===== config.mk =====
export PLATFORM = sky130hd
export DESIGN_NAME = obstacle_field
export DESIGN_NICKNAME = d
export VERILOG_FILES = /design/src/rtl/obstacle_pkg.sv /design/src/rtl/lfsr10.sv /design/src/rtl/obstacle_field.sv
export SDC_FILE = /design/constraint.sdc
export NUM_CORES = 1
export LEC_CHECK = 0
export ABC_AREA = 1
export ABC_CLOCK_PERIOD_IN_PS = 16700
export CORE_ASPECT_RATIO = 0.9
export CORE_MARGIN = 2
export CORE_UTILIZATION = 48
export CTS_BUF_LIST = sky130_fd_sc_hd__clkbuf_8
export DETAILED_ROUTE_END_ITERATION = 6
export PLACE_DENSITY_LB_ADDON = 0.08
export SLEW_MARGIN = 0
export SYNTH_ARGS = -nofsm -noshare
export SYNTH_HDL_FRONTEND = slang
export SYNTH_SLANG_ARGS = --single-unit

===== constraint.sdc =====
create_clock -name CLOCK_50 -period 16.7 [get_ports CLOCK_50]
set_input_delay 4.175 -clock CLOCK_50 [delete_from_list [all_inputs] [get_ports CLOCK_50]]
set_output_delay 4.175 -clock CLOCK_50 [all_outputs]
set_load 0.03 [all_outputs]

===== src/rtl/obstacle_pkg.sv =====
// Shared types and constants for the obstacle engine.
package obstacle_pkg;

  typedef enum logic [1:0] {
    S_IDLE = 2'd0,
    S_PLAY = 2'd1,
    S_OVER = 2'd2
  } state_t;

  // Screen coordinates, plus one spare bit so sums of coordinate and box size never wrap.
  localparam int CW = 10;
  localparam int OW = 11;

  // Feedback taps for x^10 + x^7 + 1 (bit indices into the shift register).
  localparam int LFSR_TAP_HI = 9;
  localparam int LFSR_TAP_LO = 6;

endpackage


===== src/rtl/lfsr10.sv =====
// Seeded 10-bit Fibonacci LFSR with an enable.
module lfsr10
  import obstacle_pkg::*;
#(
  parameter logic [CW-1:0] SEED = 10'h1A5
) (
  input  logic          clk,
  input  logic          rst_n,
  input  logic          en,
  output logic [CW-1:0] q
);

  // Shift left and feed the XOR of the two taps into bit 0.
  always_ff @(posedge clk or negedge rst_n) begin
    if (!rst_n)  q <= SEED;
    else if (en) q <= {q[CW-2:0], q[LFSR_TAP_HI] ^ q[LFSR_TAP_LO]};
  end

endmodule


===== src/rtl/obstacle_field.sv =====
// Falling-obstacle engine: spawning, per-frame motion, collision, score, speed and game state.
module obstacle_field
  import obstacle_pkg::*;
#(
  parameter int N_OBS         = 4,
  parameter int SCREEN_W      = 640,
  parameter int SCREEN_H      = 480,
  parameter int OBS_W         = 32,
  parameter int OBS_H         = 32,
  parameter int PLY_W         = 32,
  parameter int PLY_H         = 32,
  parameter int SPAWN_FRAMES  = 60,
  parameter int STEP_INIT     = 2,
  parameter int STEP_MAX      = 8,
  parameter int SPEEDUP_EVERY = 10,
  parameter logic [CW-1:0] LFSR_SEED = 10'h1A5
) (
  input  logic                  CLOCK_50,
  input  logic                  reset,
  input  logic                  vsync,
  input  logic                  start,
  input  logic [CW-1:0]         player_x,
  input  logic [CW-1:0]         player_y,
  output logic [CW*N_OBS-1:0]   obs_x,
  output logic [CW*N_OBS-1:0]   obs_y,
  output logic [N_OBS-1:0]      obs_active,
  output logic [6:0]            score,
  output logic [6:0]            max_score,
  output logic [3:0]            step,
  output logic                  game_over,
  output logic                  hit
);

  localparam int SPAN = SCREEN_W - OBS_W;

  state_t                       state_q, state_d;
  logic [2:0]                   vs_sync;
  logic                         tick, ptick, chk_q, collide, new_game;
  logic [N_OBS-1:0]             act_q, act_d, exit_v, hit_v;
  logic [N_OBS-1:0][CW-1:0]     ox_q, oy_q, ox_d, oy_d;
  logic [N_OBS-1:0][OW-1:0]     ysum;
  logic [OW-1:0]                px_e, py_e;
  logic [15:0]                  timer_q;
  logic                         spawn_now, placed;
  logic [CW-1:0]                rnd, spawn_x;
  logic [7:0]                   n_scored, score_sum, spd_sum, spd_cnt_d, step_sum, spd_cnt_q;
  logic [6:0]                   score_q, score_d, max_q;
  logic [3:0]                   step_q, step_d;

  assign obs_x      = ox_q;
  assign obs_y      = oy_q;
  assign obs_active = act_q;
  assign score      = score_q;
  assign max_score  = max_q;
  assign step       = step_q;
  assign game_over  = (state_q == S_OVER);

  lfsr10 #(.SEED(LFSR_SEED)) u_lfsr (
    .clk   (CLOCK_50),
    .rst_n (reset),
    .en    (1'b1),
    .q     (rnd)
  );

  // Two-flop synchroniser on vsync plus one history flop for rising-edge detect.
  always_ff @(posedge CLOCK_50 or negedge reset) begin
    if (!reset) vs_sync <= '0;
    else        vs_sync <= {vs_sync[1:0], vsync};
  end

  assign tick      = vs_sync[1] & ~vs_sync[2];
  assign ptick     = tick && (state_q == S_PLAY);
  assign new_game  = start && (state_q != S_PLAY);
  assign collide   = chk_q && (state_q == S_PLAY) && (|hit_v);
  assign spawn_now = (timer_q == 16'(SPAWN_FRAMES - 1));
  assign spawn_x   = (rnd >= CW'(SPAN)) ? rnd - CW'(SPAN) : rnd;
  assign px_e      = {1'b0, player_x};
  assign py_e      = {1'b0, player_y};

  for (genvar g = 0; g < N_OBS; g++) begin : g_slot
    logic [OW-1:0] ox_e, oy_e;
    assign ox_e      = {1'b0, ox_q[g]};
    assign oy_e      = {1'b0, oy_q[g]};
    assign ysum[g]   = oy_e + OW'(step_q);
    assign exit_v[g] = act_q[g] && (ysum[g] >= OW'(SCREEN_H));
    assign hit_v[g]  = act_q[g]
                    && (ox_e < px_e + OW'(PLY_W)) && (px_e < ox_e + OW'(OBS_W))
                    && (oy_e < py_e + OW'(PLY_H)) && (py_e < oy_e + OW'(OBS_H));
  end

  assign n_scored  = 8'($countones(exit_v));
  assign score_sum = {1'b0, score_q} + n_scored;
  assign score_d   = (score_sum > 8'd127) ? 7'd127 : score_sum[6:0];
  // Several exits in one frame can cross more than one speed-up boundary.
  assign spd_sum   = spd_cnt_q + n_scored;
  assign spd_cnt_d = spd_sum % 8'(SPEEDUP_EVERY);
  assign step_sum  = {4'b0, step_q} + (spd_sum / 8'(SPEEDUP_EVERY));
  assign step_d    = (step_sum > 8'(STEP_MAX)) ? 4'(STEP_MAX) : step_sum[3:0];

  // Per-frame slot update: advance/retire active slots, then spawn into the lowest free slot.
  always_comb begin
    act_d  = act_q & ~exit_v;
    ox_d   = ox_q;
    oy_d   = oy_q;
    placed = 1'b0;
    for (int i = 0; i < N_OBS; i++) begin
      if (act_q[i]) oy_d[i] = exit_v[i] ? '0 : ysum[i][CW-1:0];
      if (spawn_now && !placed && !act_d[i]) begin
        act_d[i] = 1'b1;
        ox_d[i]  = spawn_x;
        oy_d[i]  = '0;
        placed   = 1'b1;
      end
    end
  end

  // Game state register.
  always_ff @(posedge CLOCK_50 or negedge reset) begin
    if (!reset) state_q <= S_IDLE;
    else        state_q <= state_d;
  end

  // Next state: start leaves IDLE/OVER, a detected collision ends play.
  always_comb begin
    state_d = state_q;
    unique case (state_q)
      S_IDLE, S_OVER: if (start)   state_d = S_PLAY;
      S_PLAY:         if (collide) state_d = S_OVER;
      default:                     state_d = S_IDLE;
    endcase
  end

  // Slot, score, speed and spawn-timer state: cleared on a new game, advanced on play ticks.
  always_ff @(posedge CLOCK_50 or negedge reset) begin
    if (!reset) begin
      act_q     <= '0;
      ox_q      <= '0;
      oy_q      <= '0;
      score_q   <= '0;
      step_q    <= 4'(STEP_INIT);
      spd_cnt_q <= '0;
      timer_q   <= '0;
    end else if (new_game) begin
      act_q     <= '0;
      ox_q      <= '0;
      oy_q      <= '0;
      score_q   <= '0;
      step_q    <= 4'(STEP_INIT);
      spd_cnt_q <= '0;
      timer_q   <= '0;
    end else if (ptick) begin
      act_q     <= act_d;
      ox_q      <= ox_d;
      oy_q      <= oy_d;
      score_q   <= score_d;
      step_q    <= step_d;
      spd_cnt_q <= spd_cnt_d;
      timer_q   <= spawn_now ? '0 : timer_q + 16'd1;
    end
  end

  // Collision is judged the cycle after a play tick, on the freshly updated positions.
  always_ff @(posedge CLOCK_50 or negedge reset) begin
    if (!reset) begin
      chk_q <= 1'b0;
      hit   <= 1'b0;
      max_q <= '0;
    end else begin
      chk_q <= ptick;
      hit   <= collide;
      if (collide && (score_q > max_q)) max_q <= score_q;
    end
  end

endmodule


Yosys cells after proc, flatten, opt, wreduce, memory -nomap -nowiden
Index checks and enable logic that the tools add are counted.
{"block": "classes", "addsub": 22, "div": 2, "order_cmp": 24, "eq_ne": 6, "muxes": 44, "bitwise_logic": 5, "n_reduce_logical": 60}
{"op": "< comparator 10 x 11 -> 1 bit", "n": 16}
{"op": "two-way mux 10 bit", "n": 17}
{"op": "two-way mux 40 bit", "n": 4}
{"op": "adder 10 x 6 -> 11 bit, second input constant", "n": 10}
{"op": "two-way mux 16 bit", "n": 3}
{"op": "adder 10 x 4 -> 11 bit", "n": 4}
{"op": "greater-or-equal comparator 11 x 9 -> 1 bit, second input constant", "n": 4}
{"op": "logical AND 1 bit", "n": 32}
{"op": "two-way mux 7 bit", "n": 3}
{"op": "two-way mux 4 bit", "n": 5}
{"op": "AND reduction 2 bit", "n": 9}
{"op": "adder 16 x 1 -> 16 bit, second input constant", "n": 1}
{"op": "== test 16 x 6 -> 1 bit, second input constant", "n": 1}
{"op": "two-way mux 8 bit", "n": 2}
{"op": "nonzero test 3 bit", "n": 4}
{"op": "greater-or-equal comparator 10 bit, second input constant", "n": 1}
{"op": "nonzero test 2 bit", "n": 5}
{"op": "subtractor 10 bit, second input constant", "n": 1}
{"op": "adder 4 x 8 -> 8 bit", "n": 1}
{"op": "adder 7 x 3 -> 8 bit", "n": 1}
{"op": "adder 8 x 3 -> 8 bit", "n": 1}
{"op": "divider 8 x 4 -> 8 bit, second input constant", "n": 1}
{"op": "greater-than comparator 8 x 4 -> 1 bit, second input constant", "n": 1}
{"op": "greater-than comparator 8 x 7 -> 1 bit, second input constant", "n": 1}
{"op": "20 further kinds", "n": 35}
{"block": "totals", "regBits": 143, "in_bits": 24, "out_inout_bits": 104, "elab_cells": 182}

Longest topological paths before layout
{"block": "logic_depth", "depth_word": 22, "ltp_mapped": 50, "depth_no_buf": 50}

Modules after synthesis
A second synthesis with hierarchy kept.
{"block": "hier_totals", "cells_unflattened": 1537, "area_unflattened_um2": 11898.9}
{"mod": "obstacle_field", "n_inst": 1, "cells_each": 1496, "area_each_um2": 11507.3, "seq_area_each_um2": 3329.4}
{"mod": "lfsr10", "n_inst": 1, "cells_each": 41, "area_each_um2": 391.6, "seq_area_each_um2": 256.5}

Worst setup path before layout
No wires, ideal clock.
{"block": "synth_path", "kind": "flip-flop to flip-flop", "start": "register step_q[0], in the netlist step[0]", "end": "register step_q[3], in the netlist step[3]", "setup_ns": 0.123, "arrival_ns": 6.946, "t_required_ns": 16.577, "path_slack_ns": 9.631, "stages_incl_launch_ff": 49, "path_cell_list": "dfrtp_1 ha_1 fa_1 a21o_1 a21oi_1 nor2_1 inv_1 nor2_1 xor2_1 nand3_1 o21ai_0 and2_1 fa_1 ha_1 ha_1 inv_1 fa_1 o21ai_2 (+13 left out) nand2_2 inv_4 nand2_4 nand2_2 nand2_1 nand2_1 inv_2 nand2_4 nand2_4 ha_1 fa_1 xor2_1 o31ai_1 nand2_1 inv_1 nand3_1 o21ai_0 nand2_1"}
{"block": "synth_via", "elab_chain_len": 12}
{"item": "start, declared", "line_no": "obstacle_field.sv:48", "rtl": "logic [3:0] step_q, step_d;"}
{"item": "start signal, assigned", "line_no": "obstacle_field.sv:140", "rtl": "step_q <= 4'(STEP_INIT);"}
{"item": "start signal, assigned", "line_no": "obstacle_field.sv:148", "rtl": "step_q <= 4'(STEP_INIT);"}
{"item": "start signal, assigned", "line_no": "obstacle_field.sv:156", "rtl": "step_q <= step_d;"}
{"item": "adder 10 x 4 -> 11 bit", "line_no": "obstacle_field.sv:84", "rtl": "assign ysum[g] = oy_e + OW'(step_q);"}
{"item": "greater-or-equal comparator 11 x 9 -> 1 bit", "line_no": "obstacle_field.sv:85", "rtl": "assign exit_v[g] = act_q[g] && (ysum[g] >= OW'(SCREEN_H));"}
{"item": "logical AND 1 bit", "line_no": "obstacle_field.sv:85"}
{"item": "adder 1 x 1 -> 2 bit (not written as such)", "line_no": "obstacle_field.sv:91", "rtl": "assign n_scored = 8'($countones(exit_v));"}
{"item": "adder 2 x 2 -> 3 bit (not written as such)", "line_no": "obstacle_field.sv:91"}
{"item": "adder 8 x 3 -> 8 bit", "line_no": "obstacle_field.sv:95", "rtl": "assign spd_sum = spd_cnt_q + n_scored;"}
{"item": "divider 8 x 4 -> 8 bit", "line_no": "obstacle_field.sv:97", "rtl": "assign step_sum = {4'b0, step_q} + (spd_sum / 8'(SPEEDUP_EVERY));"}
{"item": "adder 4 x 8 -> 8 bit *", "line_no": "obstacle_field.sv:97"}
{"item": "greater-than comparator 8 x 4 -> 1 bit", "line_no": "obstacle_field.sv:98", "rtl": "assign step_d = (step_sum > 8'(STEP_MAX)) ? 4'(STEP_MAX) : step_sum[3:0];"}
{"item": "two-way mux 4 bit *", "line_no": "obstacle_field.sv:98"}
{"item": "two-way mux 4 bit *", "line_no": "obstacle_field.sv:151", "rtl": "end else if (ptick) begin"}
{"item": "two-way mux 4 bit *", "line_no": "obstacle_field.sv:143", "rtl": "end else if (new_game) begin"}
Every way passes the cells marked *; elsewhere a longest branch is shown, timed or not. The select of a mux whose other input is x is not followed.
A chain may end at the register's enable or synchronous reset.

Final worst setup path
Ends and elaborated chain as after synthesis.

==> impl_metrics.tcl <==
set metrics [dict create \
    status "finished clean" \
    synthArstFlopShare_pct 100 \
    synthTopCellsByCount "nand2_1 (273), inv_1 (187), ha_1 (184)" \
    synth_area_leader_cell "dfrtp_1" \
    yosys-top-cells-area "dfrtp_1 (29%), ha_1 (20%), nand2_1 (8.7%)" \
    die_area_um2 25700 \
    crit_path_max_fanout 7 \
    track_usage_pct 25.3 \
    hold_viol 0 \
    worstPathRequired_ps 17050 \
    cts.sinks 143 \
    crit_top_cell "nand2_4" \
    synth_edf_count 0 \
    path_class "reg2reg" \
    yosys_warnings 0 \
    synth-seq-cells 143 \
    syn_area_um2 11700 \
    max_freq_mhz 126 \
    fin_cells 1940 \
    cts_buffers 17 \
    drive_gt1_share_pct 7.29 \
    wl_um 31900 \
    clkLatencyLatePin_ps 480 \
    die_x_um 169 \
    skew_ps 19.3 \
    avgViaCountPerCell 5.40 \
    relSlewSlack_pct 37.8 \
    portBuffers 127 \
    critPathCaptureType "register" \
    power.density_nw_per_um2 123 \
    ant_nets 0 \
    grt_overflow_total 0 \
    initial_utilization_pct 48.6 \
    clk_pin_slew_worst_paths_ps 90 \
    setup_tns_ps 0 \
    core_um2 24100 \
    post_cts_resized 0 \
    setup_viol 0 \
    h-tree-depth 4 \
    ys_seq_area_share_pct 30.6 \
    grt_max_degree 75 \
    cts.path.max_buffers 2 \
    ys_types 53 \
    crit_path_start_kind "register" \
    place_congestion 0.868 \
    critPathMaxStageDelay_ps 510 \
    dp_hpwl_um 24600 \
    grt_pass1_wl_um 51800 \
    min_path_type "reg2reg" \
    grt_pass1_vias 9826 \
    first_iter_violations 674 \
    io_pins 128 \
    post-route-min-period_ps 7940 \
    period_share_pct 47.6 \
    worst_slew_pin_slew_ps 932 \
    rows 54 \
    final-max-slew-violation-count 0 \
    cp_slowest_cell "dfrtp_1" \
    wire_per_inst_um 16.4 \
    critical_path.top_delay_family "adder cells" \
    critPathBufInv 5 \
    nets 1835 \
    antenna_found_initial 0 \
    synthCells 1487 \
    place_inst 1908 \
    cts-root-buf "clkbuf_8" \
    maxCapViolCount 0 \
    die_h_um 152 \
    postSynthAreaPerCell_um2 7.89 \
    cts_setup_buffers 0 \
    vias 10500 \
    syn_nets 1703 \
    cts_tree "built" \
    hold_buffers 0 \
    ir_worst_vdd_uv 65.1 \
    p_leak_nw 6.55 \
    drc_errors 0 \
    synth.most_common_cell "nand2_1" \
    netlist.area_leader.share_pct 29.2 \
    worstPathArrival_ps 8300 \
    diodes 0 \
    drtPass1Iterations 7 \
    syn_to_final_growth_pct 17.2 \
    rsz0062_at_grt "false" \
    yosys_most_used_dff "dfrtp_1" \
]
## metrics by stage
step / cell area [um2] / util [%] / power [W] / hold WS (ps) / setup slack, ps
after detailed placement: 13300 / 55.3 / 0.00140 / 337 / 8830
after floorplan: 11700 / - / 0.00111 / 331 / 9630
after CTS: 13700 / 57.0 / 0.00170 / 359 / 8780
after global placement: 13300 / 55.3 / 0.00138 / 333 / 8860
final: 13700 / 57.0 / 0.00169 / 357 / 8760
after global routing: 13700 / 57.0 / 0.00183 / 369 / 8140
## power by group
part	internal [W]	switching, W
Clock	0.000130	0.000165
Sequential	0.000414	0.000114
Combinational	0.000337	0.000528
Total	0.000881	0.000808
## logic make-up after synthesis
group	Yosys count	share of synthesized area, %
and+or+nand+nor	555	21.7
AOI/OAI and AO/OA	324	15.6
buffers and inverters	221	7.27
adders and majority gates	192	21.0
DFF	143	30.6
xor gates and xnor gates	52	3.88
## cells in the final DEF, fill, tap and decap left out, types with 12 or more instances in the layout
| cell type | synthesis | final |
|---|---|---|
| clkbuf_8 | 0 | 18 |
| inv_2 | 13 | 13 |
| o22ai_1 | 16 | 16 |
| nand2_1 | 273 | 273 |
| ha_1 | 184 | 184 |
| inv_1 | 187 | 187 |
| nand2_2 | 15 | 15 |
| nand3_1 | 93 | 93 |
| o21ai_0 | 118 | 118 |
| xor2_1 | 40 | 40 |
| dfrtp_1 | 137 | 137 |
| o21ai_1 | 32 | 31 |
| nor3_1 | 16 | 15 |
| nand3_2 | 12 | 12 |
| a21oi_1 | 96 | 96 |
| nor2_1 | 92 | 91 |
| clkdlybuf4s50_1 | 0 | 126 |
| nand4_1 | 16 | 16 |
| xnor2_1 | 12 | 12 |
| a21boi_0 | 19 | 19 |
## routing by layer
metal	wire, um	GRT usage [%]	vias to the layer above	part of all wire, %
li1	-	-	5280	-
met1	16300	38.8	4907	51
met3	1690	3.74	30	5.3
met5	0	0	-	0
met2	13600	37.5	254	43
met4	359	5.42	0	1.1
## final timing paths
check                                 from  cells past startpoint  slack [ps]          to
worst max-delay path               step[0]                     45        8760     step[3]
worst min-delay path            vs_sync[0]                      0         360  vs_sync[1]
min in group asynchronous            reset                      1        3710    obs_x[3]
worst max register to register     step[0]                     45        8760     step[3]
worst min register to register  vs_sync[0]                      0         360  vs_sync[1]
max in group asynchronous            reset                      2       11570  timer_q[7]
## flip-flops by register name (all words and copies together), names as in the netlist
signal,flops
chk_q,1
hit,1
max_score,7
obs_active,4
obs_x,40
obs_y,40
score,7
spd_cnt_q,8
state_q,2
step,4
timer_q,16
u_lfsr.q,10
vs_sync,3
## final cells by class
| class | instances | area, um2 |
|---|---|---|
| flip-flops and latches | 143 | 3590 |
| inverters | 204 | 771 |
| well taps | 308 | 385 |
| multi-input cells | 1123 | 7300 |
| clock inverters | 14 | 163 |
| clock buffers | 18 | 248 |
| fillers | 2298 | 10400 |
| repair buffers | 130 | 1290 |
## worst register-to-register path: cells and delay by family (launching register included)
kind / cells / cell delay [ps]
and+or+nand+nor: 23 / 2180
adders and majority gates: 8 / 2710
DFF: 1 / 510
AOI/OAI and AO/OA: 6 / 1360
buffers and inverters: 5 / 360
xor gates and xnor gates: 3 / 720
No activity file was read; power rests on OpenSTA's default activity.
